===== config.mk =====
export PLATFORM = sky130hd
export DESIGN_NAME = mem_wb_stage
export DESIGN_NICKNAME = d
export VERILOG_FILES = /design/src/rtl/mem_wb_stage.sv
export SDC_FILE = /design/constraint.sdc
export NUM_CORES = 2
export LEC_CHECK = 0
export BUFFER_PORTS_ARGS = -buffer_cell sky130_fd_sc_hd__buf_2
export CAP_MARGIN = 20
export CORE_ASPECT_RATIO = 0.5
export CORE_UTILIZATION = 45
export DETAILED_ROUTE_END_ITERATION = 10
export GPL_TIMING_DRIVEN = 0
export PLACE_DENSITY = 0.73
export SLEW_MARGIN = 30
export SYNTH_ARGS = -nofsm -noshare
export SYNTH_HDL_FRONTEND = slang
export SYNTH_SLANG_ARGS = --single-unit

===== constraint.sdc =====
create_clock -name clk -period 4.1 [get_ports clk]
set_clock_uncertainty 0.15 [all_clocks]
set_input_delay 0.82 -clock clk [delete_from_list [all_inputs] [get_ports clk]]
set_output_delay 0.82 -clock clk [all_outputs]
set_load 0.02 [all_outputs]

===== src/rtl/mem_wb_stage.sv =====
// MIPS-Lite writeback stage: MEM/WB register, architectural register file with
// write-first bypass, forwarding source for execute, retire counters and HALT control.
module mem_wb_stage #(
    parameter int unsigned DATA        = 32,
    parameter int unsigned REG_COUNT   = 32,
    parameter int unsigned COUNT_WIDTH = 32,
    localparam int unsigned AW         = $clog2(REG_COUNT)
) (
    input  logic                   clk,
    input  logic                   rst,
    input  logic                   in_valid,
    input  logic [31:0]            in_instr,
    input  logic [DATA-1:0]        in_alu_data,
    input  logic [DATA-1:0]        in_mem_data,
    output logic                   in_ready,
    input  logic [AW-1:0]          rd_addr_a,
    input  logic [AW-1:0]          rd_addr_b,
    output logic [DATA-1:0]        rd_data_a,
    output logic [DATA-1:0]        rd_data_b,
    output logic                   fwd_valid,
    output logic [AW-1:0]          fwd_reg,
    output logic [DATA-1:0]        fwd_data,
    output logic                   halted,
    output logic                   illegal,
    output logic [COUNT_WIDTH-1:0] cnt_total,
    output logic [COUNT_WIDTH-1:0] cnt_arith,
    output logic [COUNT_WIDTH-1:0] cnt_logic,
    output logic [COUNT_WIDTH-1:0] cnt_mem,
    output logic [COUNT_WIDTH-1:0] cnt_ctrl
);

    localparam logic [5:0] OP_LOGIC_LO = 6'd6;
    localparam logic [5:0] OP_LAST_ALU = 6'd11;
    localparam logic [5:0] OP_LDW      = 6'd12;
    localparam logic [5:0] OP_STW      = 6'd13;
    localparam logic [5:0] OP_BZ       = 6'd14;
    localparam logic [5:0] OP_HALT     = 6'd17;

    typedef enum logic {
        S_RUN,
        S_HALTED
    } state_e;

    state_e state_q;

    // MEM/WB pipeline register (only the instruction fields writeback needs)
    logic            wb_valid_q, wb_valid_d;
    logic [5:0]      wb_op_q;
    logic [4:0]      wb_rt_q;
    logic [4:0]      wb_rd_q;
    logic [DATA-1:0] wb_alu_q;
    logic [DATA-1:0] wb_mem_q;

    logic [DATA-1:0] regs_q [REG_COUNT];

    logic [COUNT_WIDTH-1:0] cnt_total_q, cnt_arith_q, cnt_logic_q, cnt_mem_q, cnt_ctrl_q;

    logic            dec_writes;
    logic            dec_is_ldw;
    logic [AW-1:0]   dec_dest;
    logic            cat_arith, cat_logic, cat_mem, cat_ctrl, cat_illegal;
    logic            halt_retire;
    logic            capture_en;

    logic unused_instr_bits;
    assign unused_instr_bits = ^{in_instr[25:21], in_instr[10:0]};

    // Opcodes 0-11 alternate R-type (even, dest=rd) and immediate (odd, dest=rt)
    always_comb begin
        dec_writes  = 1'b0;
        dec_is_ldw  = 1'b0;
        dec_dest    = '0;
        cat_arith   = 1'b0;
        cat_logic   = 1'b0;
        cat_mem     = 1'b0;
        cat_ctrl    = 1'b0;
        cat_illegal = 1'b0;
        if (wb_op_q <= OP_LAST_ALU) begin
            dec_writes = 1'b1;
            dec_dest   = wb_op_q[0] ? AW'(wb_rt_q) : AW'(wb_rd_q);
            if (wb_op_q < OP_LOGIC_LO) begin
                cat_arith = 1'b1;
            end else begin
                cat_logic = 1'b1;
            end
        end else if (wb_op_q == OP_LDW) begin
            dec_writes = 1'b1;
            dec_is_ldw = 1'b1;
            dec_dest   = AW'(wb_rt_q);
            cat_mem    = 1'b1;
        end else if (wb_op_q == OP_STW) begin
            cat_mem = 1'b1;
        end else if (wb_op_q >= OP_BZ && wb_op_q <= OP_HALT) begin
            cat_ctrl = 1'b1;
        end else begin
            cat_illegal = 1'b1;
        end
    end

    assign fwd_valid = wb_valid_q && dec_writes && (dec_dest != '0);
    assign fwd_reg   = dec_dest;
    assign fwd_data  = dec_is_ldw ? wb_mem_q : wb_alu_q;

    // A retiring HALT blocks the instruction presented alongside it
    assign halt_retire = wb_valid_q && (wb_op_q == OP_HALT);
    assign capture_en  = in_valid && (state_q == S_RUN) && !halt_retire;
    assign wb_valid_d  = capture_en;

    always_ff @(posedge clk) begin
        if (rst) begin
            state_q  <= S_RUN;
            halted   <= 1'b0;
            in_ready <= 1'b1;
            illegal  <= 1'b0;
        end else begin
            case (state_q)
                S_RUN: begin
                    if (halt_retire) begin
                        state_q  <= S_HALTED;
                        halted   <= 1'b1;
                        in_ready <= 1'b0;
                    end
                end
                S_HALTED: begin
                    state_q  <= S_HALTED;
                    halted   <= 1'b1;
                    in_ready <= 1'b0;
                end
                default: begin
                    state_q  <= S_RUN;
                    halted   <= 1'b0;
                    in_ready <= 1'b1;
                end
            endcase
            if (wb_valid_q && cat_illegal) begin
                illegal <= 1'b1;
            end
        end
    end

    always_ff @(posedge clk) begin
        if (rst) begin
            wb_valid_q <= 1'b0;
            wb_op_q    <= '0;
            wb_rt_q    <= '0;
            wb_rd_q    <= '0;
            wb_alu_q   <= '0;
            wb_mem_q   <= '0;
        end else begin
            wb_valid_q <= wb_valid_d;
            if (capture_en) begin
                wb_op_q  <= in_instr[31:26];
                wb_rt_q  <= in_instr[20:16];
                wb_rd_q  <= in_instr[15:11];
                wb_alu_q <= in_alu_data;
                wb_mem_q <= in_mem_data;
            end
        end
    end

    always_ff @(posedge clk) begin
        if (rst) begin
            for (int unsigned i = 0; i < REG_COUNT; i++) begin
                regs_q[i] <= '0;
            end
        end else if (fwd_valid) begin
            regs_q[fwd_reg] <= fwd_data;
        end
    end

    // R0 reads as zero; a same-cycle write to the addressed register is bypassed
    assign rd_data_a = (rd_addr_a == '0) ? '0 :
                       (fwd_valid && (rd_addr_a == fwd_reg)) ? fwd_data : regs_q[rd_addr_a];
    assign rd_data_b = (rd_addr_b == '0) ? '0 :
                       (fwd_valid && (rd_addr_b == fwd_reg)) ? fwd_data : regs_q[rd_addr_b];

    always_ff @(posedge clk) begin
        if (rst) begin
            cnt_total_q <= '0;
            cnt_arith_q <= '0;
            cnt_logic_q <= '0;
            cnt_mem_q   <= '0;
            cnt_ctrl_q  <= '0;
        end else if (wb_valid_q) begin
            cnt_total_q <= cnt_total_q + COUNT_WIDTH'(1);
            if (cat_arith) cnt_arith_q <= cnt_arith_q + COUNT_WIDTH'(1);
            if (cat_logic) cnt_logic_q <= cnt_logic_q + COUNT_WIDTH'(1);
            if (cat_mem)   cnt_mem_q   <= cnt_mem_q + COUNT_WIDTH'(1);
            if (cat_ctrl)  cnt_ctrl_q  <= cnt_ctrl_q + COUNT_WIDTH'(1);
        end
    end

    assign cnt_total = cnt_total_q;
    assign cnt_arith = cnt_arith_q;
    assign cnt_logic = cnt_logic_q;
    assign cnt_mem   = cnt_mem_q;
    assign cnt_ctrl  = cnt_ctrl_q;

endmodule


==> impl_metrics.tcl <==
set metrics [dict create \
    overflow 0 \
    violations "DRC, setup timing" \
    drtPass1Iterations 10 \
    cts.hold.buffers_added 0 \
    clock-sinks 1269 \
    design.core.area_sq_um 138300 \
    tightest_slew_ns 1.171 \
    place_congestion 1.037 \
    io_pins 374 \
    rows 96 \
    setup-tns-final_ns -32.42 \
    timing.slew.headroom_pct 21.95 \
    critPathKind "reg -> out" \
    start_util_pct 45.71 \
    setup_viol 134 \
    rsz0062_at_grt "yes" \
    drtAntennaViolNets 0 \
    synth_warnings 0 \
    grt_pass1_wl_um 333700 \
    startpoint_type "flop" \
    cts_max_level 3 \
    antenna_found_initial 32 \
    synthTopCellsByArea "edfxtp_1 (49%), mux4_2 (22%), dfxtp_1 (7.8%)" \
    avgSynthCellArea_sq_um 13.58 \
    fmax_ghz 0.2138 \
    route.detailed.wl_per_inst_um 33.30 \
    drive_gt1_share_pct 31.55 \
    fin_crit_ns 4.678 \
    synth.distinct_cells 62 \
    fill_cells 10940 \
    track_usage_pct 33.36 \
    first_iter_violations 8094 \
    syn_area_sq_um 63200 \
    critPathArrivalTime_ns 3.71 \
    synth_seq_cells 1269 \
    nets 5371 \
    setup_ws_ns -0.5779 \
    die_area_sq_um 142000 \
    die_w_um 532.0 \
    whs_ns 0.1563 \
    grt_max_degree 33 \
    syn2layout_area_growth_pct 19.27 \
    cts-buffers-inserted 115 \
    layout_common_cells "edfxtp_1 (1024), nor2_1 (920), mux4_2 (626), buf_2 (312), nand2_1 (263)" \
    timing_hold_violations_final 0 \
    clk_pin_slew_worst_paths_ns 0.07 \
    clk_path_buf_depth 3 \
    synth_edf_count 1024 \
    p_per_area_nw_per_um2 397.5 \
    cts_tree "done" \
    grt_pass1_vias 46680 \
    critPathCaptureType "primary output" \
    routed_wl_um 240900 \
    slew_viol_final 0 \
    yosysTopAreaCell "edfxtp_1" \
    die_y_um 267.0 \
    worst-path-max-fanout 6 \
    cp_data_required_time_ns 3.13 \
    ys_seq_area_share_pct 56.42 \
    vdd_drop_max_mv 0.3473 \
    clk_latency_ns 0.77 \
    synth_top_area_share_pct 48.66 \
    final_common_cell "edfxtp_1" \
    drcViolationCount 6 \
    max_cap_viol_count 0 \
    status "finished, violations left" \
    io_buffers 349 \
    async_flop_share_pct 0 \
    leakage_nw 26.29 \
    num_vias 48270 \
    hpwl_um 178100 \
    worst_hold_path_type "in -> reg" \
    cts_root_buf "clkbuf_16" \
    viasPerCell 6.672 \
    synth_cells 4652 \
    synth_ff_type "edfxtp_1" \
    period_share_pct 114.1 \
]
[worst max-delay path, cell delays in order, from the launching register on]
cell and delay, ns:
dfxtp_4 0.35, and3b_2 0.24, mux2_4 0.32, a32oi_4 0.50, inv_4 0.10, xnor2_2 0.16, nand3_1 0.10, or3_4 0.39
buf_12 0.16, buf_12 0.15, mux2i_4 0.30, buf_6 0.17
[per-layer routing]
metal  vias up  GRT usage [%]  share of wire [%]
li1      18940              -                  -
met1     24230          41.09                 33
met2      4381          49.45                 43
met3       692          17.20                 19
met4        34          13.58                4.8
met5         -         0.5061               0.17
[Yosys cell counts (3+ instances only)]
master	n
nand4_1	40
nor2_1	923
buf_6	3
inv_2	3
mux2i_1	73
edfxtp_1	1024
clkbuf_1	371
o21bai_1	5
xnor2_1	45
or2_2	6
nand3_1	60
nor2b_1	19
o31ai_1	28
and2_1	14
a21oi_1	128
o22a_1	5
nor4_1	5
or3_1	38
a31o_2	4
xor2_1	86
nand2_1	266
a211oi_1	3
o21ai_0	78
buf_2	35
a221oi_1	5
nor3_1	238
nand2b_1	27
mux4_2	626
buf_1	54
and4_1	20
inv_1	44
ha_1	5
a22oi_1	31
a22o_1	27
and3_1	28
dfxtp_1	245
a2111oi_0	6
and3b_1	3
[power by group]
group | total, W | internal, W | switching, W
clock network | 0.0111 | 0.00584 | 0.00526
logic | 0.00431 | 0.00167 | 0.00264
registers | 0.0145 | 0.0143 | 0.000257
[cell families (layout without fill, tap and decap cells)]
group	Yosys count	count (layout)	synth area share, %
DFF	1269	1269	56.42
xor gates and xnor gates	133	133	1.867
muxes	701	701	23.51
and+or+nand+nor	1698	1699	11.64
other	1	48	0.005934
adders and majority gates	5	5	0.09899
AOI/OAI and AO/OA	334	334	3.322
buffers and inverters	511	1184	3.144
[repair_timing]
item | CTS | global route
cloned | 3 | 2
endpoints found under the setup margin | 642 | 226
buffers inserted | 65 | 24
resized for setup | 623 | 64
pin swaps | 35 | 18
[flip-flops by register name, indices dropped and copies added (netlist names)]
signal / cells
wb_rt_q: 5
state_q: 1
wb_mem_q: 32
wb_alu_q: 32
cnt_ctrl: 32
wb_op_q: 6
wb_rd_q: 5
illegal: 1
cnt_total: 32
cnt_arith: 32
in_ready: 1
wb_valid_q: 1
regs_q: 1024
halted: 1
cnt_logic: 32
cnt_mem: 32
[area by class of cell]
| cell class | count | area [sq um] | area share, % |
|---|---|---|---|
| Buffer | 454 | 2572 | 3.413 |
| Tap cell | 1862 | 2330 | 3.091 |
| Antenna cell | 16 | 40.04 | 0.05312 |
| Sequential cell | 1269 | 35660 | 47.32 |
| Inverter | 48 | 185.2 | 0.2457 |
| Clock inverter | 71 | 656.9 | 0.8715 |
| Clock buffer | 146 | 3074 | 4.079 |
| Timing Repair Buffer | 465 | 3578 | 4.748 |
| Multi-Input combinational cell | 2904 | 27270 | 36.18 |
[per-stage QoR]
step                      power, W  cells  area [sq um]  worst slack (ns)  util [%]
after global routing       0.03038   7225         75350           -0.5523     54.50
after floorplan            0.01681   4683         63370          0.001733         -
after global placement     0.01823   6894         67440            -2.386     48.78
after CTS                  0.02955   7197         74880           -0.4347     54.16
final                      0.02996   7235         75370           -0.5779     54.52
after detailed placement   0.01839   6916         68230            -1.756     49.35
[path summary, 6_finish.rpt]
check	from	to	slack, ns	cells after the start
worst max-delay path	wb_op_q[1]	rd_data_a[5]	-0.58	11
worst min-delay path	in_alu_data[29]	wb_alu_q[29]	0.16	3
worst max register to register	wb_op_q[1]	regs_q[29][17]	-0.06	10
worst min register to register	illegal	illegal	0.30	2
Power figures use the tool's default switching activity.
